==> config.mk <==
export PLATFORM = sky130hd
export DESIGN_NAME = rom_secuenciador
export DESIGN_NICKNAME = d
export VERILOG_FILES = /design/src/rtl/rom_secuenciador.sv
export SDC_FILE = /design/constraint.sdc
export NUM_CORES = 1
export LEC_CHECK = 0
export CAP_MARGIN = 10
export CORE_MARGIN = 4
export CORE_UTILIZATION = 48
export DETAILED_ROUTE_END_ITERATION = 8
export GPL_TIMING_DRIVEN = 0
export PLACE_DENSITY = 0.87
export SLEW_MARGIN = 10
export SYNTH_ARGS = -nofsm -noshare
export SYNTH_HDL_FRONTEND = slang
export SYNTH_SLANG_ARGS = --single-unit
==> constraint.sdc <==
create_clock -name clk -period 2.4 [get_ports clk]
set_clock_uncertainty 0.15 [all_clocks]
set_input_delay 0.48 -clock clk [delete_from_list [all_inputs] [get_ports clk]]
set_output_delay 0.48 -clock clk [all_outputs]
set_load 0.005 [all_outputs]
==> src/rtl/rom_secuenciador.sv <==
// -----------------------------------------------------------------------------
// rom_secuenciador
//
// Address sequencer placed in front of a combinational ROM. When started it
// walks a run of consecutive ROM addresses and registers each byte. Each byte
// is streamed downstream over a valid/ready handshake. A checksum of the
// transferred bytes is accumulated, and fin pulses once when the run is done.
//
// Ports
//   clk        in   1            rising-edge clock
//   rst_n      in   1            asynchronous active-low reset
//   start      in   1            start request, sampled only while idle
//   base_dir   in   ANCHO_DIR    first address of the run (sampled with start)
//   cuenta     in   ANCHO_DIR    word count, 0 means 2**ANCHO_DIR (sampled with start)
//   Dir        out  ANCHO_DIR    address presented to the ROM
//   Dato_s     in   ANCHO_DATO   ROM data, combinational from Dir
//   dato_o     out  ANCHO_DATO   registered ROM byte sent downstream
//   valido_o   out  1            dato_o is valid
//   listo_i    in   1            downstream ready
//   ocupado    out  1            high in every state except INACTIVO
//   suma       out  ANCHO_SUMA   running sum of transferred bytes (wraps)
//   fin        out  1            one-cycle pulse after the last transfer
//   estado_dbg out  2            current FSM state, for observation
//
// Handshake: a word moves on a rising edge where valido_o and listo_i are both
// high. While valido_o is high and listo_i is low, dato_o and Dir hold and
// valido_o does not drop. listo_i is ignored while valido_o is low.
// -----------------------------------------------------------------------------
module rom_secuenciador #(
  parameter int ANCHO_DIR  = 8,
  parameter int ANCHO_DATO = 8,
  parameter int ANCHO_SUMA = 16
) (
  input  logic                  clk,
  input  logic                  rst_n,
  input  logic                  start,
  input  logic [ANCHO_DIR-1:0]  base_dir,
  input  logic [ANCHO_DIR-1:0]  cuenta,
  output logic [ANCHO_DIR-1:0]  Dir,
  input  logic [ANCHO_DATO-1:0] Dato_s,
  output logic [ANCHO_DATO-1:0] dato_o,
  output logic                  valido_o,
  input  logic                  listo_i,
  output logic                  ocupado,
  output logic [ANCHO_SUMA-1:0] suma,
  output logic                  fin,
  output logic [1:0]            estado_dbg
);

  typedef enum logic [1:0] {
    INACTIVO = 2'd0,
    LEER     = 2'd1,
    SALIDA   = 2'd2,
    FIN      = 2'd3
  } estado_t;

  estado_t                 r_estado;
  estado_t                 w_estado_sig;

  logic [ANCHO_DIR-1:0]    r_dir;
  // One bit wider than the address so a count of 0 can stand for a full sweep.
  logic [ANCHO_DIR:0]      r_restante;
  logic [ANCHO_DATO-1:0]   r_dato;
  logic                    r_valido;
  logic [ANCHO_SUMA-1:0]   r_suma;

  logic                    w_arranque;
  logic                    w_xfer;
  logic                    w_ultima;
  logic [ANCHO_DIR:0]      w_carga;
  logic                    w_ocupado;
  logic                    w_fin;

  assign w_arranque = (r_estado == INACTIVO) && start;
  assign w_xfer     = (r_estado == SALIDA) && r_valido && listo_i;
  assign w_ultima   = (r_restante == (ANCHO_DIR+1)'(1));
  assign w_carga    = (cuenta == '0) ? {1'b1, {ANCHO_DIR{1'b0}}} : {1'b0, cuenta};

  // State register
  always_ff @(posedge clk or negedge rst_n) begin
    if (!rst_n) begin
      r_estado <= INACTIVO;
    end else begin
      r_estado <= w_estado_sig;
    end
  end

  // Next-state logic
  always_comb begin
    w_estado_sig = r_estado;
    case (r_estado)
      INACTIVO: if (start)  w_estado_sig = LEER;
      LEER:                 w_estado_sig = SALIDA;
      SALIDA:   if (w_xfer) w_estado_sig = w_ultima ? FIN : LEER;
      FIN:                  w_estado_sig = INACTIVO;
      default:              w_estado_sig = INACTIVO;
    endcase
  end

  // State-decoded outputs (decoded straight from the state register)
  always_comb begin
    w_ocupado = 1'b1;
    w_fin     = 1'b0;
    case (r_estado)
      INACTIVO: w_ocupado = 1'b0;
      FIN:      w_fin     = 1'b1;
      default:  w_ocupado = 1'b1;
    endcase
  end

  // Datapath registers
  always_ff @(posedge clk or negedge rst_n) begin
    if (!rst_n) begin
      r_dir      <= '0;
      r_restante <= '0;
      r_dato     <= '0;
      r_valido   <= 1'b0;
      r_suma     <= '0;
    end else begin
      if (w_arranque) begin
        r_dir      <= base_dir;
        r_restante <= w_carga;
        r_suma     <= '0;
      end
      // Dir has been stable for the whole LEER cycle, so Dato_s has settled.
      if (r_estado == LEER) begin
        r_dato   <= Dato_s;
        r_valido <= 1'b1;
      end
      if (w_xfer) begin
        r_suma     <= r_suma + {{(ANCHO_SUMA-ANCHO_DATO){1'b0}}, r_dato};
        r_valido   <= 1'b0;
        r_dir      <= r_dir + ANCHO_DIR'(1);
        r_restante <= r_restante - (ANCHO_DIR+1)'(1);
      end
    end
  end

  assign Dir        = r_dir;
  assign dato_o     = r_dato;
  assign valido_o   = r_valido;
  assign suma       = r_suma;
  assign ocupado    = w_ocupado;
  assign fin        = w_fin;
  assign estado_dbg = r_estado;

endmodule

==> results by group <==
Global routing
  – Initial antenna violation count: 0
  – GR Overflow Total: 0
  – GRT Util Overall: 0.212
  – First-pass GRT wire length: 10600 microns
  – Number of global-route vias before repair: 2213
  – Largest net degree at the start of global routing: 26

Place
  – Gpl congestion: roughly 0.86
  – Input/output buffers: 64
  – Pre-CTS setup slack: about 0.088 ns
  – DP HPWL: approximately 4700 microns

Finish
  – Seq. cell area: roughly 1100 sq um
  – Filler Cell Count: approximately 390
  – Final #Nets: between 300 and 400
  – Share of cells above drive strength 1: 0.0810
  – Antenna cells: 0
  – Area of the multi-input gates: about 1200 sq um
  – Layout area overhead: 34.9%

Timing
  – Relative slew slack: 0.673
  – Hold WS: 0.346 ns
  – Fin crit share: 0.925
  – Minimum clock period: about 2.2 ns
  – Max Freq: between 400 and 500 MHz
  – Final TNS setup: 0 ns
  – Endpoints failing setup: 0
  – Final Max Slew Viols: 0
  – Final worst slack: about 0.18 ns
  – Worst slew pin tran: roughly 0.5 ns
  – Final Hold Vio Count: 0
  – RSZ-0062 raised after global routing: false

Setup path
  – WP data arrival: between 2 and 2.5 ns
  – Crit. End Element: flip-flop
  – Max FO, Critical Path: 4
  – Worst Reg-to-Reg Cells: 8
  – Startpoint class of the critical path: flip-flop
  – Worst reg2reg path endpoint: suma[10]
  – Critical path origin: dato_o[0]
  – Flop2flop setup slack: around 0.18 ns
  – R2r startpoint: dato_o[0]
  – Destination of the critical timing path: suma[10]
  – Setup Crit Path Kind: flip-flop to flip-flop
  – Worst endpoint required time: 2.43 ns

Synth
  – Cell Area, Synth: 2420 sq um
  – Sequential share of the synthesized area: 0.455
  – Top_reg_cell synth: dfrtp_1
  – Syn Nets: 287
  – Ys Warns: 0
  – Synth unique cells: 46
  – Synthesized flop and latch total: 44
  – Synth Instances: roughly 250
  – Async S/R FF share, synth: 1.00
  – Mean Syn Cell Area: roughly 9.8 sq um
  – EDFF count, synth: 0

Clocking
  – Setup Fix Bufs, Post-CTS: 0
  – TritonCTS clock tree: done
  – Clock-pin slew on the worst setup and hold paths: ~0.080 ns
  – Later-pin clock latency in the skew report: ~0.30 ns
  – CTS Buffer Depth: 2
  – CTS Buf Count: 5
  – # clock sinks: 44
  – H-tree depth: 2
  – Root Buffer: clkbuf_8

Detailed routing
  – Vias/cell: about 5.6
  – DRC viols: 0
  – DR WL/cell: ~16 microns
  – DR iter-0 viols: roughly 170
  – Routed Antenna Nets: 0
  – Drt pass-1 iters: 4
  – Total wire length: 6260 microns
  – Vias: approximately 2200

Floorplan
  – Die height: 79 microns
  – Std-Cell Core Area: roughly 4800 sq um
  – Die X: 79 microns
  – Row count: 25
  – Die area: about 6200 sq um
  – I/O pin count: 65
  – Initial Util: 0.502

Pwr
  – Combinational share of power: 0.509
  – VDD IR-drop max: about 0.00064 V
  – Clock Power Share: 0.135
  – PnR Total Power: about 3.6 mW
  – Cell Int Power: 2.18 mW
  – Sequential power share: 0.356
  – Pwr dens: 1100 nW/um^2
  – Net Sw Frac: 0.395
  – Lkg Pwr: roughly 1.4 nW
  – Sw power: 1.42 mW

Outcome
  – Status: completed

Job
  – Max-cap violations: 0

Min path
  – Hold Crit Class: flip-flop to flip-flop
## power by group through the flow
stage	logic [mW]	clock network, mW	registers [mW]
global route	2.04	0.522	1.33
floorplan	1.04	0	1.25
CTS	1.84	0.495	1.28
finish	1.83	0.487	1.28
global placement	1.75	0	1.27
detailed placement	1.82	0	1.28
## worst max-delay path, cell delays in order (launching register included)
cell and delay (ns):
dfrtp_1 0.40, ha_1 0.21, inv_1 0.06, fa_1 0.38, nand2b_1 0.21, a21oi_2 0.21
o21ai_0 0.19, o211ai_1 0.20, o31ai_1 0.09
## through the flow
step / instance area [sq um] / util / std cells
3_3_place_gp: 3140 / 0.653 / 378
6_report: 3260 / 0.677 / 388
5_1_grt: 3260 / 0.677 / 388
4_1_cts: 3260 / 0.677 / 388
3_5_place_dp: 3160 / 0.656 / 379
2_1_floorplan: 2420 / - / 247
## registers in the layout, indices dropped and copies added (netlist names)
name	cells
r_restante	9
valido_o	1
dato_o	8
estado_dbg	2
suma	16
Dir	8
## cell usage in the layout (no fill, tap or decap), types with 3 or more instances in the layout
cell	count
a211oi_1	4
nor2_1	18
inv_1	8
ha_1	11
clkbuf_1	5
o31ai_1	5
nor3_1	3
mux2_2	7
dfrtp_1	44
nor4_1	3
clkbuf_8	6
o311ai_0	4
o21ai_0	21
o211ai_1	10
nand2b_1	6
a21oi_1	10
nand3_1	6
buf_2	4
a221o_1	7
o311ai_1	3
clkdlybuf4s50_1	63
nand2_1	31
xor2_1	4
## cell usage after synthesis (3+ instances only)
| cell type | number | share of area |
|---|---|---|
| o21ai_0 | 22 | 0.046 |
| o31ai_1 | 5 | 0.016 |
| mux2_2 | 7 | 0.033 |
| nand2_1 | 31 | 0.048 |
| nor2_1 | 18 | 0.028 |
| a221o_1 | 7 | 0.029 |
| xor2_1 | 4 | 0.014 |
| nand3_1 | 6 | 0.012 |
| ha_1 | 11 | 0.057 |
| o211ai_1 | 10 | 0.031 |
| nor3_1 | 3 | 0.0062 |
| o311ai_0 | 4 | 0.014 |
| o311ai_1 | 3 | 0.011 |
| clkbuf_1 | 3 | 0.0047 |
| nand2b_1 | 6 | 0.016 |
| nor4_1 | 3 | 0.0078 |
| a21oi_1 | 11 | 0.023 |
| a211oi_1 | 4 | 0.012 |
| dfrtp_1 | 44 | 0.46 |
| buf_2 | 3 | 0.0062 |
| inv_1 | 8 | 0.012 |
## per-layer routing
| layer | vias up | GRT usage | routed length, microns |
|---|---|---|---|
| li1 | 1064 | - | - |
| met1 | 1050 | 0.286 | 2750 |
| met2 | 60 | 0.350 | 3130 |
| met3 | 7 | 0.0499 | 315 |
| met4 | 0 | 0.0430 | 65 |
| met5 | - | 0 | 0 |
## area by class of cell
class / instances / area share
repair buffers: 66 / 0.204
well taps: 67 / 0.0257
multi-input cells: 185 / 0.378
inverters: 9 / 0.0111
flip-flops and latches: 44 / 0.337
plain buffers: 9 / 0.0161
clock buffers: 8 / 0.0276
## timing repair
action / in CTS / in global routing
setup endpoints to repair: 0 / 3
resized for setup: 0 / 2
hold buffers: 1 / 0
endpoints found under the hold margin: 5 / 0
## worst min path at each step
stage / startpoint / depth (start not counted) / slack (ns) / to
floorplan: rst_n / 0 / 0.03 / Dir[0]
finish: suma[15] / 1 / 0.35 / suma[15]
global placement: suma[15] / 1 / 0.32 / suma[15]
global route: suma[15] / 1 / 0.38 / suma[15]
detailed placement: rst_n / 1 / 0.32 / suma[13]
CTS: suma[15] / 1 / 0.35 / suma[15]
## cell families (layout without fill, tap and decap cells)
kind of cell    count (synthesis)  in the layout  synth area share
simple gates                   81             81             0.166
compound gates                 80             80             0.226
flops                          44             44             0.455
buf+inv                        18             92            0.0367
fa+ha+maj                      12             12            0.0651
mux                             7              7            0.0326
xor+xnor                        5              5            0.0181
No activity file was read; power rests on OpenSTA's default activity.
==> RTL change: new RTL, same settings <==
The parameter `ANCHO_DATO` goes from 8 to 7.
--- a/src/rtl/rom_secuenciador.sv
+++ b/src/rtl/rom_secuenciador.sv
@@ -28,7 +28,7 @@
 // -----------------------------------------------------------------------------
 module rom_secuenciador #(
   parameter int ANCHO_DIR  = 8,
-  parameter int ANCHO_DATO = 8,
+  parameter int ANCHO_DATO = 7,
   parameter int ANCHO_SUMA = 16
 ) (
   input  logic                  clk,
Ports: changed (resized Dato_s and dato_o); port bits go from 65 to 63. No check against the original RTL was run, so the function may have changed too.
==> RTL change against the original RTL <==
- die area is 2.5% lower
- non-clock buffer count is 3 lower
- utilization is 0.22 points lower
- worst setup slack worse by 0.029 ns
- worst hold slack worse by 0.014 ns
- synthesized area is 2.8% lower
- sequential cell count is 1 lower
- wire length is 2.2% lower
- design area is 2.3% lower
- total power is 3.8% lower
- maximum frequency is 1.3% lower
- via count is 1.5% lower
- highest routed layer unchanged
==> RTL change: results (changes against the original RTL) <==
* Status: complete, no violations
- Routability cong.: 0.873 (+1.5%)
* Highest net fanout along the worst path: 8 (+4)
- The fraction of post-synthesis cell area in the top cell type by area came to 45.7% (+0.24 points).
* Maximum number of pins on one net before global-route repair: 34 (+31%)
- Fraction of registers with async set or reset after synthesis: 100% (unchanged)
- Placed cell count: 366 (-3.4%)
- Total routing resource utilization after global routing: 20.4% (-0.83 points)
- The worst slew margin relative to its limit came to 57.8% (-9.5 points).
- The net count after synthesis is 274 (-4.5%).
- The later-pin clock latency in the skew report came to 0.30 ns (about the same).
- In this run the worst hold path is classified as reg -> reg.
- The wire length of the first global-routing pass is 9890 um (-6.5%).
- The overall routed net length is 6120 um (-2.2%).
* Pre-CTS worst setup slack: 0.0132 ns (-0.0752 ns)
- The CTS H-tree depth was 2 (unchanged).
* Clock root cell: clkbuf_8
* Placed wire-length estimate: 4450 um (-4.8%)
- The first-iteration detailed-routing DRC count was 97 (-44%).
* Worst hold path stage count: 1 (unchanged)
* Number of library cell types mapped by synthesis: 47 (+2.2%)
- The startpoint identified for the worst register-to-register timing path is dato_o[0]$_DFFE_PN0P_.
- The startpoint identified for the worst hold timing path is suma[15]$_DFFE_PN0P_.
- Number of warning messages in the yosys log: 0 (unchanged)
- The data arrival time of the critical path is 1.62 ns (-0.63 ns).
* Detailed-routing iteration count for the pre-antenna-repair pass: 4 (unchanged)
- Number of nets in the final layout: 345 (-4.2%)
- Share of synthesized area occupied by flip-flops and latches: 45.7% (+0.24 points)
- The internal reg-to-reg setup slack is 0.16 ns (-0.02 ns).
- Clock-pin slew on the worst setup and hold paths: 0.08 ns (about the same)
* Clock Path Buffers: 2 (unchanged)
* Worst-case vdd ir drop: 0.619 mV (-3.7%)
* Average wire per standard cell: 16.4 um (+1.5%)
- Number of buffers inserted during clock tree synthesis: 5 (unchanged)
* Setup repair bufs after CTS: 0 (unchanged)
- The flip-flop count of the largest register, all copies and words added came to 16 (unchanged).
- List of most frequent post-synthesis cells: dfrtp_1 (43), nand2_1 (34), o21ai_0 (19), nor2_1 (12)
- FILL cells: 365 (-7.1%)
- Port Buffers: 62 (-3.1%)
* Leakage: 1.39 nW (+2.7%)
- In this run the critical register-to-register path is captured at suma[6]$_DFFE_PN0P_.
- Number of global-route vias before repair: 2104 (-4.9%)
* Drt via density: 5.74 (+2.2%)
- The layout cell share with drive strength beyond 1 came to 8.47% (+0.37 points).
- After synthesis, the cell types taking the most area are dfrtp_1 (46%), nand2_1 (5.4%), ha_1 (5.3%), o21ai_0 (4.0%), mux2i_1 (3.8%).
- The gate count of the mapped netlist was 236 (-4.5%).
- The placeable core region was 0.00472 mm^2 (-1.9%).
- The final antenna diode count is 0 (unchanged).
- The count of cells along the worst register-to-register path came to 7 (-1).
## RTL change: changes by cell type in the layout (fill, tap and decap cells not counted), moves of 3 or more
cell	change
xor2_1	-4
or3_1	+4
mux2i_1	+9
nand2_1	+3
nand2b_1	-3
nor2_1	-6
a221o_1	-3
o31ai_1	-5
## RTL change: repair_timing
action,4_1_cts,5_1_grt
setup endpoints to repair,0,3
hold endpoints to repair,10,0
hold buffers,1,0
gates resized for setup,0,1
## RTL change: worst max-delay path by stage
stage,start,end,slack (ns),cells after the start
floorplan,suma[0]$_DFFE_PN0P_,suma[14]$_DFFE_PN0P_,0.38,7
finish,estado_dbg[1]$_DFFE_PN0P_,ocupado,0.15,3
global route,dato_o[0]$_DFFE_PN0P_,suma[6]$_DFFE_PN0P_,0.09,7
CTS,dato_o[0]$_DFFE_PN0P_,suma[10]$_DFFE_PN0P_,0.1,7
detailed placement,listo_i,r_restante[6]$_DFFE_PN0P_,0.01,5
global placement,rst_n,suma[11]$_DFFE_PN0P_,-0.41,1
## RTL change: kinds of logic after synthesis
group	Yosys count	share of synthesized area, %
muxes	15	6.70
AOI/OAI and AO/OA	66	19.3
DFF	43	45.7
adders and majority gates	11	6.17
and+or+nand+nor	82	18.4
buffers and inverters	17	3.03
xor gates and xnor gates	2	0.745
## RTL change: final cells by class
class                      count  area share (%)
buffer                         8            1.18
clock buffer                   6            2.28
clock inverter                 1           0.942
inverter                       9            1.06
multi-input combinational    176            37.9
sequential                    43            33.7
tap                           67            2.63
timing repair buffer          64            20.2
## RTL change: stage by stage
step / total power [W] / hold WS (ns) / utilization, % / TNS, ns / cell area, um^2
2_1_floorplan: 0.00214 / 0.0344 / - / 0 / 2350
3_3_place_gp: 0.00282 / 0.320 / 64.7 / -17.75 / 3060
3_5_place_dp: 0.00290 / 0.218 / 65.0 / 0 / 3070
4_1_cts: 0.00346 / 0.340 / 67.4 / 0 / 3180
5_1_grt: 0.00371 / 0.384 / 67.5 / 0 / 3190
6_report: 0.00346 / 0.332 / 67.5 / 0 / 3190
## RTL change: report_power, final
group | switching, W | internal [W] | total, W
Clock | 0.000256 | 0.000306 | 0.000561
Combinational | 0.000788 | 0.000864 | 0.00165
Sequential | 0.000272 | 0.000981 | 0.00125
Total | 0.00131 | 0.00215 | 0.00346
## RTL change: worst max-delay path: stages, from the launching register on
cell and delay [ns]:
dfrtp_1 0.40, buf_4 0.18, or2_2 0.29, clkdlybuf4s50_1 0.44
## RTL change: layer usage
layer  vias up  part of all wire [%]  global-route usage, %
met1      1038                    43                   25.1
li1       1025                     -                      -
met4         0                  0.67                   5.42
met3         8                   6.6                   5.10
met2        77                    49                   35.5
met5         -                     0                      0
